<file path="src/rtl/oled_spi_receiver.sv">
// SSD1306-style 4-wire SPI target: byte deserialiser, command parser and framebuffer write port.
// Optional feature: define OLED_RX_ADDR_WINDOW_EN to let 0x21/0x22 set the column/page window.
module oled_spi_receiver #(
  parameter int SYNC_STAGES = 2
) (
  input  logic       clk,
  input  logic       reset,
  input  logic       ioSclk,
  input  logic       ioSdin,
  input  logic       ioCs,
  input  logic       ioDc,
  input  logic       ioReset,
  output logic       pixelWrite,
  output logic [9:0] pixelAddress,
  output logic [7:0] pixelData,
  output logic       cmdStrobe,
  output logic [7:0] cmdByte,
  output logic       displayOn,
  output logic       inverted,
  output logic       allOn,
  output logic [7:0] contrast,
  output logic [5:0] startLine
);
  typedef enum logic [1:0] {ST_OPCODE, ST_ARG1, ST_ARG2} state_e;

  function automatic logic is_one_arg(input logic [7:0] op);
    case (op)
      8'h81, 8'h20, 8'hA8, 8'hD3, 8'hD5, 8'hD9, 8'hDB, 8'h8D: is_one_arg = 1'b1;
      default: is_one_arg = 1'b0;
    endcase
  endfunction

  function automatic logic is_two_arg(input logic [7:0] op);
    is_two_arg = (op == 8'h21) || (op == 8'h22);
  endfunction

  // Input synchronisers; only the external reset initialises them so ioReset can't lock itself out.
  logic [SYNC_STAGES-1:0] sclk_sync_q, sdin_sync_q, cs_sync_q, dc_sync_q, rstn_sync_q;
  logic                   sclk_prev_q;
  always_ff @(posedge clk) begin
    if (reset) begin
      sclk_sync_q <= {SYNC_STAGES{1'b1}};
      sdin_sync_q <= '0;
      cs_sync_q   <= {SYNC_STAGES{1'b1}};
      dc_sync_q   <= '0;
      rstn_sync_q <= {SYNC_STAGES{1'b1}};
      sclk_prev_q <= 1'b1;
    end else begin
      sclk_sync_q <= {sclk_sync_q[SYNC_STAGES-2:0], ioSclk};
      sdin_sync_q <= {sdin_sync_q[SYNC_STAGES-2:0], ioSdin};
      cs_sync_q   <= {cs_sync_q[SYNC_STAGES-2:0], ioCs};
      dc_sync_q   <= {dc_sync_q[SYNC_STAGES-2:0], ioDc};
      rstn_sync_q <= {rstn_sync_q[SYNC_STAGES-2:0], ioReset};
      sclk_prev_q <= sclk_sync_q[SYNC_STAGES-1];
    end
  end

  logic sclk_s, sdin_s, cs_s, dc_s, rst_int, bit_en;
  assign sclk_s  = sclk_sync_q[SYNC_STAGES-1];
  assign sdin_s  = sdin_sync_q[SYNC_STAGES-1];
  assign cs_s    = cs_sync_q[SYNC_STAGES-1];
  assign dc_s    = dc_sync_q[SYNC_STAGES-1];
  assign rst_int = reset | ~rstn_sync_q[SYNC_STAGES-1];
  assign bit_en  = sclk_s & ~sclk_prev_q & ~cs_s;

  // Deserialiser: completed byte is registered with its dc flag
  logic [2:0] bit_cnt_q;
  logic [6:0] shift_q;
  logic [7:0] byte_q;
  logic       byte_dc_q, byte_vld_q;
  always_ff @(posedge clk) begin
    if (rst_int) begin
      bit_cnt_q  <= '0;
      shift_q    <= '0;
      byte_q     <= '0;
      byte_dc_q  <= 1'b0;
      byte_vld_q <= 1'b0;
    end else begin
      byte_vld_q <= 1'b0;
      if (cs_s) begin
        bit_cnt_q <= '0;
      end else if (bit_en) begin
        shift_q   <= {shift_q[5:0], sdin_s};
        bit_cnt_q <= bit_cnt_q + 3'd1;
        if (bit_cnt_q == 3'd7) begin
          byte_q     <= {shift_q, sdin_s};
          byte_dc_q  <= dc_s;
          byte_vld_q <= 1'b1;
        end
      end
    end
  end

  state_e     state_q, state_d;
  logic [7:0] op_q, op_d;
  logic       pix_wr_q, pix_wr_d, cmd_stb_q, cmd_stb_d;
  logic [9:0] pix_addr_q, pix_addr_d;
  logic [7:0] pix_data_q, pix_data_d, cmd_byte_q, cmd_byte_d, contrast_q, contrast_d;
  logic       disp_on_q, disp_on_d, inv_q, inv_d, all_on_q, all_on_d;
  logic [5:0] start_line_q, start_line_d;
  logic [6:0] col_q, col_d, col_start, col_end;
  logic [2:0] page_q, page_d, page_start, page_end;

`ifdef OLED_RX_ADDR_WINDOW_EN
  function automatic logic [6:0] clamp_col(input logic [6:0] s, input logic [6:0] e);
    clamp_col = (e < s) ? s : e;
  endfunction

  function automatic logic [2:0] clamp_page(input logic [2:0] s, input logic [2:0] e);
    clamp_page = (e < s) ? s : e;
  endfunction

  logic [7:0] arg_q, arg_d;
  logic [6:0] col_start_q, col_start_d, col_end_q, col_end_d;
  logic [2:0] page_start_q, page_start_d, page_end_q, page_end_d;
  assign col_start  = col_start_q;
  assign col_end    = col_end_q;
  assign page_start = page_start_q;
  assign page_end   = page_end_q;
`else
  assign col_start  = 7'd0;
  assign col_end    = 7'd127;
  assign page_start = 3'd0;
  assign page_end   = 3'd7;
`endif

  // Parser: state register
  always_ff @(posedge clk) begin
    if (rst_int) begin
      state_q      <= ST_OPCODE;
      op_q         <= '0;
      pix_wr_q     <= 1'b0;
      pix_addr_q   <= '0;
      pix_data_q   <= '0;
      cmd_stb_q    <= 1'b0;
      cmd_byte_q   <= '0;
      disp_on_q    <= 1'b0;
      inv_q        <= 1'b0;
      all_on_q     <= 1'b0;
      contrast_q   <= 8'h7F;
      start_line_q <= '0;
      col_q        <= '0;
      page_q       <= '0;
`ifdef OLED_RX_ADDR_WINDOW_EN
      arg_q        <= '0;
      col_start_q  <= 7'd0;
      col_end_q    <= 7'd127;
      page_start_q <= 3'd0;
      page_end_q   <= 3'd7;
`endif
    end else begin
      state_q      <= state_d;
      op_q         <= op_d;
      pix_wr_q     <= pix_wr_d;
      pix_addr_q   <= pix_addr_d;
      pix_data_q   <= pix_data_d;
      cmd_stb_q    <= cmd_stb_d;
      cmd_byte_q   <= cmd_byte_d;
      disp_on_q    <= disp_on_d;
      inv_q        <= inv_d;
      all_on_q     <= all_on_d;
      contrast_q   <= contrast_d;
      start_line_q <= start_line_d;
      col_q        <= col_d;
      page_q       <= page_d;
`ifdef OLED_RX_ADDR_WINDOW_EN
      arg_q        <= arg_d;
      col_start_q  <= col_start_d;
      col_end_q    <= col_end_d;
      page_start_q <= page_start_d;
      page_end_q   <= page_end_d;
`endif
    end
  end

  // Parser: next state; a data byte always returns to OPCODE
  always_comb begin
    state_d = state_q;
    op_d    = op_q;
    if (byte_vld_q) begin
      if (byte_dc_q) begin
        state_d = ST_OPCODE;
      end else begin
        case (state_q)
          ST_OPCODE: begin
            op_d = byte_q;
            if (is_one_arg(byte_q) || is_two_arg(byte_q)) state_d = ST_ARG1;
          end
          ST_ARG1: state_d = is_two_arg(op_q) ? ST_ARG2 : ST_OPCODE;
          default: state_d = ST_OPCODE;
        endcase
      end
    end
  end

  // Parser: outputs, settings and address pointer
  always_comb begin
    pix_wr_d     = 1'b0;
    pix_addr_d   = pix_addr_q;
    pix_data_d   = pix_data_q;
    cmd_stb_d    = 1'b0;
    cmd_byte_d   = cmd_byte_q;
    disp_on_d    = disp_on_q;
    inv_d        = inv_q;
    all_on_d     = all_on_q;
    contrast_d   = contrast_q;
    start_line_d = start_line_q;
    col_d        = col_q;
    page_d       = page_q;
`ifdef OLED_RX_ADDR_WINDOW_EN
    arg_d        = arg_q;
    col_start_d  = col_start_q;
    col_end_d    = col_end_q;
    page_start_d = page_start_q;
    page_end_d   = page_end_q;
`endif
    if (byte_vld_q && byte_dc_q) begin
      pix_wr_d   = 1'b1;
      pix_addr_d = {page_q, col_q};
      pix_data_d = byte_q;
      if (col_q == col_end) begin
        col_d  = col_start;
        page_d = (page_q == page_end) ? page_start : page_q + 3'd1;
      end else begin
        col_d = col_q + 7'd1;
      end
    end else if (byte_vld_q) begin
      cmd_stb_d  = 1'b1;
      cmd_byte_d = byte_q;
      case (state_q)
        ST_OPCODE: begin
          case (byte_q)
            8'hAE, 8'hAF: disp_on_d = byte_q[0];
            8'hA6, 8'hA7: inv_d     = byte_q[0];
            8'hA4, 8'hA5: all_on_d  = byte_q[0];
            default: if (byte_q[7:6] == 2'b01) start_line_d = byte_q[5:0];
          endcase
        end
        ST_ARG1: begin
          if (op_q == 8'h81) contrast_d = byte_q;
`ifdef OLED_RX_ADDR_WINDOW_EN
          arg_d = byte_q;
`endif
        end
        default: begin
`ifdef OLED_RX_ADDR_WINDOW_EN
          if (op_q == 8'h21) begin
            col_start_d = arg_q[6:0];
            col_end_d   = clamp_col(arg_q[6:0], byte_q[6:0]);
            col_d       = arg_q[6:0];
          end else begin
            page_start_d = arg_q[2:0];
            page_end_d   = clamp_page(arg_q[2:0], byte_q[2:0]);
            page_d       = arg_q[2:0];
          end
`endif
        end
      endcase
    end
  end

  assign pixelWrite   = pix_wr_q;
  assign pixelAddress = pix_addr_q;
  assign pixelData    = pix_data_q;
  assign cmdStrobe    = cmd_stb_q;
  assign cmdByte      = cmd_byte_q;
  assign displayOn    = disp_on_q;
  assign inverted     = inv_q;
  assign allOn        = all_on_q;
  assign contrast     = contrast_q;
  assign startLine    = start_line_q;
endmodule

</file>
<file path="config.mk">
export PLATFORM = sky130hd
export DESIGN_NAME = oled_spi_receiver
export DESIGN_NICKNAME = d
export VERILOG_FILES = /design/src/rtl/oled_spi_receiver.sv
export SDC_FILE = /design/constraint.sdc
export NUM_CORES = 1
export LEC_CHECK = 0
export BUFFER_PORTS_ARGS = -buffer_cell sky130_fd_sc_hd__buf_2
export CORE_ASPECT_RATIO = 1.1
export CORE_MARGIN = 1.5
export CORE_UTILIZATION = 39
export DETAILED_ROUTE_END_ITERATION = 6
export SLEW_MARGIN = 20
export SYNTH_ARGS = -nofsm -noshare
export SYNTH_HDL_FRONTEND = slang
export SYNTH_SLANG_ARGS = --single-unit
</file>
<file path="constraint.sdc">
create_clock -name clk -period 2 [get_ports clk]
set_input_delay 0.1 -clock clk [delete_from_list [all_inputs] [get_ports clk]]
set_output_delay 0.1 -clock clk [all_outputs]
set_load 0.01 [all_outputs]
</file>
---- After elaboration in Yosys (flattened, before gate mapping) ----
Index checks and enable logic that the tools add are counted.
cells by class
  reduce and logical (&&, ||, !) cells .... 24
  bitwise gates (word level) .............. 10
  muxes and demuxes ....................... 13
  divide/modulo/power cells ............... 0
  multipliers ............................. 0
  equal/unequal tests ..................... 25
  shifts and indexed selects .............. 0
  add/sub/neg operators ................... 3
  order comparisons ....................... 0
operators by type and width
  cell                   count
  $eq A8 B8 Y1 const B   14
  $eq A8 B6 Y1 const B   5
  $reduce_and A4 Y1      4
  $reduce_or A2 Y1       5
  $reduce_and A2 Y1      4
  $reduce_or A8 Y1       1
  $add A7 B1 Y7 const B  1
  $eq A7 B7 Y1 const B   1
  $mux W1                7
  $mux W7                1
  $not A1 Y1             7
  $add A3 B1 Y3 const B  2
  $eq A3 B3 Y1 const B   2
  $mux W2                3
  $reduce_and A3 Y1      2
  $reduce_or A6 Y1       1
  $reduce_and A5 Y1      1
  $eq A2 B1 Y1 const B   2
  $pmux W2 S2            1
  $logic_or A1 B1 Y1     3
  $mux W3                1
  $ne A3 B3 Y1 const B   1
  $reduce_or A3 Y1       1
  $and A1 B1 Y1          2
  3 further kinds        3
word-level totals
  bits in read-only memories .............. 0
  latch bits .............................. 0
  input bits .............................. 7
  memories ................................ 0
  output and inout port bits .............. 45
  register bits ........................... 96
  bits in writable memories ............... 0

---- Longest topological paths before layout ----
  depth after elaboration ................. 10
  gate-level depth with buffers ........... 7
  depth with buffers taken out ............ 6

---- Worst setup path before layout ----
OpenSTA, ideal clock, no wires.
  kind .................................... reg-to-reg
  start point ............................. register state_q[1]
  end point ............................... register contrast_q[0], in the netlist contrast[0]
  arrival time ............................ 1388 ps
  slack ................................... 481 ps
  cell stages (with the launch flop) ...... 6
  data required time ...................... 1869 ps
  cell sequence ........................... dfxtp_1 > or4b_4 > nor3_4 > nand3_4 > mux2i_1 > nand2_1
on the way
  word-level cells in the longest chain between the ends .. 2
RTL lines
  element                      line  source
  start, declared              94    state_e state_q, state_d;
  start signal, assigned       152   state_q <= state_d;
  $eq A2 B1 Y1                 230   case (state_q)
  $reduce_and A4 Y1 (no line)  n/a
  end signal, assigned         162   contrast_q <= contrast_d;
  end, declared                98    logic [7:0] pix_data_q, pix_data_d, cmd_byte_q, cmd_byte_d, contrast_q, contrast_d;
No other way between the ends.
A chain may end at the register's enable or synchronous reset.

---- Worst setup path in the final report ----
  start point ............................. register col_q[0]
  end point ............................... register page_q[2]
on the way
  word-level cells in the longest chain between the ends .. 2
RTL lines
  element                      line  source
  start, declared              101   logic [6:0] col_q, col_d, col_start, col_end;
  start signal, assigned       164   col_q <= col_d;
  $eq A7 B7 Y1                 221   if (col_q == col_end) begin
  $reduce_and A2 Y1 (no line)  n/a
  end signal, assigned         165   page_q <= page_d;
  end, declared                102   logic [2:0] page_q, page_d, page_start, page_end;
No other way between the ends.

==> summary.txt <==
Status
  – Outcome: finished, final reports clean

GRT
  – First-pass GRT wire length: 12.6 mm
  – Vias in the first global route: 2691
  – Total gr overflow: 0
  – Total global routing track utilization: 0.164
  – Initial antenna violation count: 0
  – Pin count of the biggest net entering global routing: between 70 and 80

Floorplanning
  – Floorplan row count: 36
  – Core area: 8920 µm²
  – Die width: 94.6 µm
  – Initial Utilization: 0.404
  – Die Area: 9820 µm²
  – Top Ports: 52
  – Die height: about 100 µm

Synthesis
  – Seq/Total Area, Yosys: 0.534
  – Post-synthesis mux area share: 0.0751
  – #FFs+latches synth: 96
  – Largest family of logic cells by synthesized area: simple AND/OR/NAND/NOR gates
  – EDFF count, synth: 0
  – Synth Area in Compound Gates: 0.0782
  – Mapped Area: 3600 µm²
  – Post-Synth XOR/XNOR Area: 0.0216
  – Most used flip-flop cell after synthesis: dfxtp_1
  – Syn avg cell area: 8.93 µm²
  – Library cells used by synthesis: 39
  – Synthesis warning total: 0
  – Synth area leaders: dfxtp_1 53%, nand2_1 11%, mux2i_1 7.5%
  – Area leader, netlist: dfxtp_1
  – Mapped Cells: 403
  – Synth top area share: 0.534
  – Fraction of the mapped netlist area in adder cells: 0.0174
  – Async set-or-reset flop fraction in the synthesized netlist: 0
  – Synth Area in Simple Gates: 0.240
  – Post-Syn Nets: 415

Setup path
  – WP data required: ~2.2 ns
  – CP Max Fanout: 5
  – Startpoint Class: register
  – CP max stage cell: dfxtp_1
  – Setup crit end kind: register
  – Critical-path cell list: ha_1, nand2_1, or3_1, nor2_2, mux2i_1, nor2_1
  – Internal reg-to-reg setup slack: 0.26 ns
  – Worst endpoint data arrival time: 1.98 ns
  – Critical path class: register to register
  – Worst path max stage delay: ~0.41 ns

Detailed routing
  – Detailed-route via count: about 2800
  – DR WL/cell: between 10 and 15 µm
  – ANT nets after route: 0
  – DRC: 0
  – DRT iter0 DRCs: 161
  – DRT Wirelength: 7.38 mm
  – DR pass1 iterations: 4
  – Via-per-instance ratio: between 4 and 5

Power
  – Power Density: 763 nW/µm²
  – P_leak: 1.69 nW
  – Peak supply drop: between 0.0002 and 0.0003 V

Timing
  – Min setup slack post-route: between 0.2 and 0.3 ns
  – Tmin final: 1.74 ns
  – Final hold vios: 0
  – TNS Setup: 0 ns
  – Clock skew: 0.00907 ns
  – Tcrit/Tclk final: 0.870
  – Max-Slew Margin vs Limit: 0.605
  – Max-slew violation count: 0
  – Finish-stage setup viols: 0
  – Setup repair after global routing missed its margin: false
  – Fmax: 575 MHz
  – Worst slew pin tran: 0.584 ns

Clock network
  – Post-CTS Setup Inserts: 0
  – TritonCTS clock tree: built
  – Total CTS buffers: 9
  – Num Clock Sinks: 96
  – Clk slew on worst S/H paths: approximately 0.09 ns
  – CTS Buffer Depth: 2
  – Number of H-tree levels: 3
  – Worst-Skew Late Latency: 0.36 ns
  – CTS Root Cell: clkbuf_8

Run
  – Max Cap Viol: 0

Finish
  – Share of post-route cells with drive strength above 1: 0.198
  – N_diodes: 0
  – Nets@finish: 467
  – Post-Layout Inst Area: 4220 µm²
  – Filler instances: 871
  – Area grow syn2layout: 17.2%

Placement
  – Cell Area, Placed: 3980 µm²
  – Post-DP HPWL: about 5 mm
  – PortBufs: about 50
  – Final GP Congestion: 0.875
  – Setup WS pre-CTS: 0.273 ns

Min path
  – Worst Hold Class: input port to register
[cell families after synthesis]
family | count (synthesis)
flops | 96
xor+xnor | 8
simple gates | 185
compound gates | 55
buf+inv | 27
mux | 27
fa+ha+maj | 5
[through the flow]
stage / hold WS, ns / total power (W) / utilization / cells
floorplan: 0.172 / 0.00201 / - / 403
global placement: 0.285 / 0.00203 / 0.446 / 553
detailed placement: 0.287 / 0.00203 / 0.446 / 553
CTS: 0.0262 / 0.00326 / 0.473 / 574
global route: 0.0331 / 0.00336 / 0.473 / 574
finish: 0.0313 / 0.00322 / 0.473 / 574
[cells in the mapped netlist (2+ instances only)]
| library cell | n |
|---|---|
| a21oi_1 | 50 |
| buf_1 | 2 |
| buf_2 | 4 |
| buf_4 | 2 |
| clkbuf_1 | 18 |
| dfxtp_1 | 96 |
| ha_1 | 5 |
| mux2i_1 | 27 |
| nand2_1 | 106 |
| nand2b_1 | 4 |
| nand3_1 | 2 |
| nand3b_1 | 2 |
| nand4_1 | 3 |
| nand4b_1 | 2 |
| nor2_1 | 29 |
| nor2b_1 | 8 |
| nor3_1 | 6 |
| nor3b_1 | 3 |
| o21ai_0 | 2 |
| or2_2 | 7 |
| or3_1 | 2 |
| xnor2_1 | 4 |
| xor2_1 | 3 |
[critical path, delay by kind of cell (launching register included)]
family / cells / cell delay [ns]
adder cells (fa/ha/maj): 1 / 0.22
flip-flops: 1 / 0.41
multiplexers: 1 / 0.21
AND/OR/NAND/NOR: 4 / 0.78
[final cells by class]
| class | count | area [µm²] | area share |
|---|---|---|---|
| Clock inverter | 5 | 57.6 | 0.0136 |
| Clock buffer | 11 | 131 | 0.0311 |
| Multi-Input combinational cell | 280 | 1560 | 0.369 |
| Sequential cell | 96 | 1920 | 0.455 |
| Tap cell | 114 | 143 | 0.0338 |
| Timing Repair Buffer | 68 | 408 | 0.0966 |
[cell usage in the layout, fill, tap and decap left out, types with 4 or more instances in the layout]
cell type      count
a21oi_1           50
buf_2             51
buf_4             11
clkbuf_8           9
dfxtp_1           96
dlygate4sd3_1      5
ha_1               5
mux2i_1           27
nand2_1          106
nor2_1            29
nor2b_1            8
nor3_1             6
or2_2              7
xnor2_1            4
[layer usage]
metal | global-route usage | part of all wire | vias to the layer above
met5 | 0 | 0 | -
met4 | 0.0661 | 0.013 | 0
met3 | 0.0441 | 0.038 | 11
met2 | 0.258 | 0.50 | 45
met1 | 0.212 | 0.45 | 1281
li1 | - | - | 1422
[state kept, by name, summed over array words and instances, names as in the netlist, 2 cells and up]
| name | count |
|---|---|
| page_q | 3 |
| sclk_sync_q | 2 |
| op_q | 8 |
| bit_cnt_q | 3 |
| startLine | 6 |
| contrast | 8 |
| dc_sync_q | 2 |
| shift_q | 7 |
| state_q | 2 |
| cmdByte | 8 |
| pixelAddress | 10 |
| cs_sync_q | 2 |
| byte_q | 8 |
| sdin_sync_q | 2 |
| col_q | 7 |
| rstn_sync_q | 2 |
| pixelData | 8 |
[power breakdown]
| part | internal [W] | leakage (nW) | switching (W) | total [W] |
|---|---|---|---|---|
| Sequential | 0.00192 | 0.776 | 0.00000302 | 0.00192 |
| Clock | 0.000577 | 0.0856 | 0.000653 | 0.00123 |
| Combinational | 0.0000255 | 0.825 | 0.0000414 | 0.0000669 |
| Total | 0.00252 | 1.69 | 0.000698 | 0.00322 |
[worst paths after layout]
check                             from                        end  cells after the start
max              col_q[0]$_SDFFE_PP0P_     page_q[2]$_SDFFE_PP0P_                      6
min reg2reg  sclk_sync_q[0]$_SDFF_PP1_  sclk_sync_q[1]$_SDFF_PP1_                      1
min                              reset    dc_sync_q[0]$_SDFF_PP0_                      2
max reg2reg      col_q[0]$_SDFFE_PP0P_     page_q[2]$_SDFFE_PP0P_                      6
[what timing repair did]
item | in CTS | in global routing
resized for setup | 0 | 0
endpoints found under the hold margin | 5 | 0
hold buffers | 5 | 0
No activity file was read; power rests on OpenSTA's default activity.
